===== config.mk =====
export PLATFORM = sky130hd
export DESIGN_NAME = miriscv_instr_buffer
export DESIGN_NICKNAME = d
export VERILOG_FILES = /design/src/rtl/miriscv_instr_buffer.sv
export SDC_FILE = /design/constraint.sdc
export NUM_CORES = 1
export LEC_CHECK = 0
export ABC_AREA = 1
export BUFFER_PORTS_ARGS = -buffer_cell sky130_fd_sc_hd__buf_2
export CORE_ASPECT_RATIO = 1.2
export CORE_MARGIN = 3
export CORE_UTILIZATION = 45
export CTS_BUF_LIST = sky130_fd_sc_hd__clkbuf_4
export CTS_CLUSTER_SIZE = 8
export DETAILED_ROUTE_END_ITERATION = 16
export PLACE_DENSITY = 0.7
export SLEW_MARGIN = 10
export SYNTH_ARGS = -nofsm -noshare
export SYNTH_HDL_FRONTEND = slang
export SYNTH_SLANG_ARGS = --single-unit

===== constraint.sdc =====
create_clock -name clk_i -period 2.1 [get_ports clk_i]
set_input_delay 0.42 -clock clk_i [delete_from_list [all_inputs] [get_ports clk_i]]
set_output_delay 0.42 -clock clk_i [all_outputs]
set_load 0.05 [all_outputs]

===== src/rtl/miriscv_instr_buffer.sv =====
// Instruction buffer between fetch and decode: DEPTH-entry FIFO of {instr, pc, pc_next}.
// Optional zero-latency bypass of an empty buffer when MIRISCV_IBUF_BYPASS_EN is defined.
package miriscv_pkg;
   parameter int XLEN = 32;
   parameter int ILEN = 32;
endpackage

module miriscv_instr_buffer #(
   parameter int DEPTH = 4,
   parameter int XLEN  = miriscv_pkg::XLEN,
   parameter int ILEN  = miriscv_pkg::ILEN
) (
   input  logic                       clk_i,
   input  logic                       arstn_i,
   input  logic                       fetch_rvalid_i,
   input  logic [ILEN-1:0]            fetch_instr_i,
   input  logic [XLEN-1:0]            fetch_pc_i,
   input  logic [XLEN-1:0]            fetch_pc_next_i,
   output logic                       ibuf_stall_f_o,
   input  logic                       cu_flush_i,
   input  logic                       dec_ready_i,
   output logic                       dec_valid_o,
   output logic [ILEN-1:0]            dec_instr_o,
   output logic [XLEN-1:0]            dec_pc_o,
   output logic [XLEN-1:0]            dec_pc_next_o,
   output logic [$clog2(DEPTH):0]     count_o
);

   localparam int PW = $clog2(DEPTH);
   localparam int CW = PW + 1;

   typedef struct packed {
      logic [ILEN-1:0] instr;
      logic [XLEN-1:0] pc;
      logic [XLEN-1:0] pc_next;
   } entry_t;

   entry_t          mem_q [DEPTH];
   entry_t          mem_d [DEPTH];
   logic [PW-1:0]   wr_ptr_q, wr_ptr_d;
   logic [PW-1:0]   rd_ptr_q, rd_ptr_d;
   logic [CW-1:0]   count_q, count_d;

   entry_t          wr_entry_s;
   entry_t          head_s;
   logic            stored_s;
   logic            push_s;
   logic            pop_s;
   logic            bypass_take_s;

   // Handshake decode, output selection and next-state computation
   always_comb begin
      wr_entry_s    = '{instr: fetch_instr_i, pc: fetch_pc_i, pc_next: fetch_pc_next_i};
      head_s        = mem_q[rd_ptr_q];
      stored_s      = (count_q != {CW{1'b0}});
      bypass_take_s = 1'b0;
      dec_valid_o   = stored_s;
`ifdef MIRISCV_IBUF_BYPASS_EN
      // Empty buffer forwards the live response; if decode takes it, it is never stored
      if (!stored_s && fetch_rvalid_i && !cu_flush_i) begin
         dec_valid_o   = 1'b1;
         head_s        = wr_entry_s;
         bypass_take_s = dec_ready_i;
      end else begin
         dec_valid_o   = stored_s;
      end
`endif
      pop_s  = stored_s & dec_ready_i & ~cu_flush_i;
      push_s = fetch_rvalid_i & ~cu_flush_i & ~bypass_take_s
               & ((count_q < CW'(DEPTH)) | pop_s);

      dec_instr_o    = head_s.instr;
      dec_pc_o       = head_s.pc;
      dec_pc_next_o  = head_s.pc_next;
      count_o        = count_q;
      // Stall looks only at stored occupancy so the in-flight response always fits
      ibuf_stall_f_o = (count_q >= CW'(DEPTH - 1));

      mem_d = mem_q;
      if (push_s) begin
         mem_d[wr_ptr_q] = wr_entry_s;
      end else begin
         mem_d = mem_q;
      end

      if (cu_flush_i) begin
         wr_ptr_d = {PW{1'b0}};
         rd_ptr_d = {PW{1'b0}};
         count_d  = {CW{1'b0}};
      end else begin
         wr_ptr_d = push_s ? wr_ptr_q + PW'(1) : wr_ptr_q;
         rd_ptr_d = pop_s  ? rd_ptr_q + PW'(1) : rd_ptr_q;
         case ({push_s, pop_s})
            2'b10:   count_d = count_q + CW'(1);
            2'b01:   count_d = count_q - CW'(1);
            default: count_d = count_q;
         endcase
      end
   end

   // State registers; storage is cleared on reset so data outputs are never X
   always_ff @(posedge clk_i or negedge arstn_i) begin
      if (!arstn_i) begin
         wr_ptr_q <= {PW{1'b0}};
         rd_ptr_q <= {PW{1'b0}};
         count_q  <= {CW{1'b0}};
         for (int i = 0; i < DEPTH; i++) begin
            mem_q[i] <= '0;
         end
      end else begin
         wr_ptr_q <= wr_ptr_d;
         rd_ptr_q <= rd_ptr_d;
         count_q  <= count_d;
         for (int i = 0; i < DEPTH; i++) begin
            mem_q[i] <= mem_d[i];
         end
      end
   end

endmodule

# After elaboration in Yosys (flattened, before gate mapping)
# Cells that the tools add are included.
# Widths: inputs -> output; s select.
[word_totals]
input_bits = 101
register_bits = 391
out_inout_bits = 101
elab_cells = 51
[classes]
mux = 12
bitwise = 8
reduce_logical = 5
n_lt_le_gt_ge = 5
n_addsub = 4
n_eq_ne = 2
[op_table]
columns = ["cell", "count"]
rows = [
  ["$bwmux 384", 1],
  ["$mux 96", 3],
  ["$bmux 96 s2", 1],
  ["$demux 96 s2", 1],
  ["$mux 2", 4],
  ["$ge 3x3->1 const B", 2],
  ["$not 2->3", 2],
  ["$pmux 3 s2", 1],
  ["$reduce_bool 3->1", 2],
  ["$add 2x1->2 const B", 2],
  ["$and 1x1->1", 4],
  ["$reduce_bool 2->1", 2],
  ["$add 3x1->3 const B", 1],
  ["$ge 3x2->1 const B", 1],
  ["$lt 3x1->1 const B", 1],
  ["$lt 3x3->1 const B", 1],
  ["$mux 3", 1],
  ["$sub 3x1->3 const B", 1],
  ["$eq 2x1->1 const B", 1],
  ["$eq 2x2->1 const B", 1],
  ["$logic_and 1x1->1", 1],
  ["$not 1->1", 1],
  ["$or 1x1->1", 1],
]

# Longest topological paths before layout
[logic_depth]
word_depth = 8
mapped_depth = 11
mapped_depth_nobuf = 11

# Worst setup path after synthesis
# OpenSTA, ideal clock, no wires.
[synth_path]
path_kind = "register -> register"
startpoint = "register count_q[2] (netlist: count_o[2])"
endpoint = "register count_q[2] (netlist: count_o[2])"
n_path_buf = 0
setup_slack_ns = -0.242
arrival_time_ns = 2.224
stages_incl_launch_ff = 12
cell_sequence = "dfrtp_1 > nor2_1 > nand2_1 > nand3_1 > nor2_1 > fa_1 > xor2_1 > inv_1 > nand2_1 > nand2_1 > nand2_1 > nand2_1"
[synth_via]
elab_chain_len = 8
word_cells_on_any_way = 13
cone_classes = "add/sub (2); order compare (1); eq/ne (2); mux (2); bitwise (4); reduce/logical (2)"
[synth_lines]
columns = ["item", "line", "source"]
rows = [
  ["from (decl)", "42", "logic [CW-1:0] count_q, count_d;"],
  ["from (signal assigned)", "106", "count_q <= {CW{1'b0}};"],
  ["from (signal assigned)", "113", "count_q <= count_d;"],
  ["$reduce_bool 3->1 *", "55", "stored_s = (count_q != {CW{1'b0}});"],
  ["net dec_valid_o", "22", "output logic dec_valid_o,"],
  ["$and 1x1->1 * (2 in a row)", "68", "pop_s = stored_s & dec_ready_i & ~cu_flush_i;"],
  ["$or 1x1->1", "70", "& ((count_q < CW'(DEPTH)) | pop_s);"],
  ["$and 1x1->1", "70", ""],
  ["$eq 2x1->1 or $eq 2x2->1 (tied branches)", "93", "case ({push_s, pop_s})"],
  ["$pmux 3 s2", "93", ""],
  ["$mux 3", "86", "if (cu_flush_i) begin"],
]
# Mark *: on every way through the listed nets, which the timed path passes. The rest lies on a longest branch.
# A chain may end at the register's enable or synchronous reset.

# Worst setup path after layout
[layout_path]
startpoint = "register rd_ptr_q[1]"
endpoint = "output port dec_pc_o[29]"
[layout_via]
elab_chain_len = 4
[layout_lines]
columns = ["item", "line", "source"]
rows = [
  ["from (decl)", "41", "logic [PW-1:0] rd_ptr_q, rd_ptr_d;"],
  ["from (signal assigned)", "105", "rd_ptr_q <= {PW{1'b0}};"],
  ["from (signal assigned)", "112", "rd_ptr_q <= rd_ptr_d;"],
  ["$not 2->3 (not written as such)", "54", "head_s = mem_q[rd_ptr_q];"],
  ["$bmux 96 s2", "54", ""],
  ["$mux 96 (not written as such) (2 in a row)", "54", ""],
  ["to (decl)", "24", "output logic [XLEN-1:0] dec_pc_o,"],
]
# Every way passes these cells. The select of a mux whose other input is x is not followed.

==> flow_metrics.env <==
export IMPL_cp_slowest_cell="dfrtp_2"
export IMPL_tns_ps=-54190
export IMPL_die_y_um=226
export IMPL_worstPathRequired_ps=1680
export IMPL_place_inst=2872
export IMPL_violations="negative setup slack"
export IMPL_fp_row_count=79
export IMPL_syn2layout_area_growth_pct=37.5
export IMPL_postLayoutSetupSlackWorst_ps=-653
export IMPL_multi_input_area_um2=8580
export IMPL_clk_pin_slew_ps=60
export IMPL_fin_crit_ps=2750
export IMPL_grt_pass1_vias=18700
export IMPL_path_delay_family="compound AO/OA/AOI/OAI gates"
export IMPL_p_total_mw=40.0
export IMPL_cts_sinks=391
export IMPL_grt_antenna_before_repair=2
export IMPL_first_iter_violations=1887
export IMPL_groute_usage_overall_pct=29.0
export IMPL_drv_cap=0
export IMPL_die_area_um2=42600
export IMPL_crit_type="register to primary output"
export IMPL_htree_levels=3
export IMPL_port_buffers=201
export IMPL_ys_seq_area_share_pct=54.1
export IMPL_skew_ps=34.6
export IMPL_ys_ff_latch=391
export IMPL_n_fill_cell=3221
export IMPL_vdd_drop_max_mv=1.07
export IMPL_dr_pass1_iters=8
export IMPL_cp_start_kind="register"
export IMPL_timing_final_crit_share_pct=131
export IMPL_wire_per_inst_um=20.2
export IMPL_crit_path_end_kind="primary output"
export IMPL_reg2reg_slack_ps=300
export IMPL_p_leak_nw=12.0
export IMPL_stdcell_count=3201
export IMPL_dp_hpwl_um=31800
export IMPL_cts_buffer_depth=3
export IMPL_hold_class="primary input to async pin"
export IMPL_synth_distinct_cells=22
export IMPL_core_area_um2=39200
export IMPL_yosys_warnings=0
export IMPL_clock_latency_ps=840
export IMPL_gp_congestion=0.804
export IMPL_tightest_slew_ps=583
export IMPL_timing_slew_headroom_pct=61.1
export IMPL_grt_max_degree=69
export IMPL_fmax_mhz=363
export IMPL_rsz0062_at_grt="yes"
export IMPL_slew_viol_final=0
export IMPL_layout_common_cells="nand2_1 (785), o21ai_0 (438), dfrtp_1 (386)"
export IMPL_syn_area_um2=18100
export IMPL_setup_viol=96
export IMPL_grt_ovfl_total=0
export IMPL_p_per_area_nw_per_um2=1610
export IMPL_grt_pass1_wl_um=99100
export IMPL_r2r_cells=11
export IMPL_num_vias=18200
export IMPL_nets=2698
export IMPL_final_common_cell="nand2_1"
export IMPL_cts_tree="yes"
export IMPL_cts_root_buf="clkbuf_4"
export IMPL_syn_area_per_cell_um2=7.97
export IMPL_hold_viol_final=0
export IMPL_drt_wl_total_um=64500
export IMPL_pre_cts_slack_ps=164
export IMPL_regArea_um2=9790
export IMPL_status="finished, violations left"
export IMPL_cts_buffers=104
export IMPL_ioPinCount=202
export IMPL_synth_nets=2375
export IMPL_critPathArrivalTime_ps=2330
export IMPL_drive_gt1_share_pct=26.3
export IMPL_path_max_fanout=49
export IMPL_crit_chain="buf_12 > o21ai_0 > o22ai_2 > buf_6"
export IMPL_slowest_delay_ps=470
export IMPL_rr_endpoint="count_o[2]"
export IMPL_drc=0
export IMPL_start_util_pct=46.1
export IMPL_path_buf_inv=2
export IMPL_ant_nets=0
export IMPL_synthCells=2269
export IMPL_reg2reg_from="count_o[0]"
export IMPL_fp_dieW_um=189
export IMPL_final_core_util_pct=63.4
export IMPL_viasPerCell=5.68
==> cell families (layout without fill, tap and decap cells) <==
logic type | Yosys count | after routing | synth area share (%)
simple gates | 994 | 994 | 20.8
buf+inv | 199 | 602 | 5.14
fa+ha+maj | 5 | 5 | 0.388
compound gates | 679 | 679 | 19.5
other cells | 0 | 3 | 0
xor+xnor | 1 | 1 | 0.0485
flops | 391 | 391 | 54.1
==> flip-flops by register name, summed over array words and instances, names as in the netlist <==
signal and cells:
mem_q 384, rd_ptr_q 2, wr_ptr_q 2, count_o 3
==> metal layers <==
| layer | GRT usage (%) | routed length [um] | vias to the layer above |
|---|---|---|---|
| li1 | - | - | 8207 |
| met1 | 36.0 | 25300 | 8894 |
| met2 | 49.2 | 31900 | 905 |
| met3 | 5.46 | 4880 | 179 |
| met4 | 13.4 | 2410 | 0 |
| met5 | 0 | 0 | - |
==> report_power, final <==
group	internal [mW]	total, mW	leakage, nW	switching [mW]
Clock	3.53	6.81	0.796	3.29
Sequential	10.9	13.0	4.94	2.05
Combinational	7.39	20.2	6.25	12.9
Total	21.8	40.0	12.0	18.2
==> worst max-delay path by stage <==
| stage | start | end | slack (ps) | depth (start not counted) |
|---|---|---|---|---|
| final | rd_ptr_q[1] | dec_pc_o[29] | -650 | 4 |
| after detailed placement | rd_ptr_q[0] | dec_pc_next_o[10] | 160 | 4 |
| after CTS | rd_ptr_q[0] | dec_pc_o[3] | -720 | 7 |
| after global routing | rd_ptr_q[0] | dec_pc_o[6] | -710 | 6 |
| after floorplan | count_o[2] | count_o[2] | -100 | 11 |
| after global placement | rd_ptr_q[0] | dec_instr_o[3] | 190 | 5 |
==> cells in the mapped netlist, drive strengths merged <==
cell type	n	area share, %
fa	1	0.11
clkbuf	111	2.3
dfrtp	391	54
a21oi	3	0.083
inv	14	0.29
nand2	787	16
ha	4	0.28
nor2	203	4.4
xor2	1	0.048
nand3	3	0.083
nand4	1	0.035
o21ai	580	16
o22ai	96	3.3
buf	74	2.5
==> metrics by stage <==
step,hold WS (ps),instance area (um2)
global placement,346,20400
finish,67.8,24900
CTS,10.0,24200
detailed placement,351,20400
floorplan,124,18700
global route,40.9,24900
==> cell type report <==
class	instances	share of cell area, %
multi-input cells	1679	34.5
clock buffers	163	4.92
inverters	14	0.282
well taps	526	2.65
repair buffers	402	17.7
flip-flops and latches	391	39.4
diodes	3	0.0302
clock inverters	23	0.483
==> worst register-to-register path, stage by stage (launching register included) <==
cell,delay [ps]
dfrtp_2,450
nor2_4,150
nand2_2,80
nand3_1,90
nor2_1,70
fa_1,370
xor2_1,200
inv_1,70
nand2_1,70
nand2_1,50
nand2_1,60
nand2_1,50
==> repair_timing <==
| action | in CTS | in global routing |
|---|---|---|
| pin swaps | 24 | 49 |
| endpoints found under the hold margin | 725 | 0 |
| hold buffers | 101 | 0 |
| setup endpoints to repair | 98 | 98 |
| buffers inserted | 16 | 1 |
| gates cloned | 16 | 10 |
| resized for setup | 348 | 181 |
Note: power is estimated with default switching activity, not from simulation.
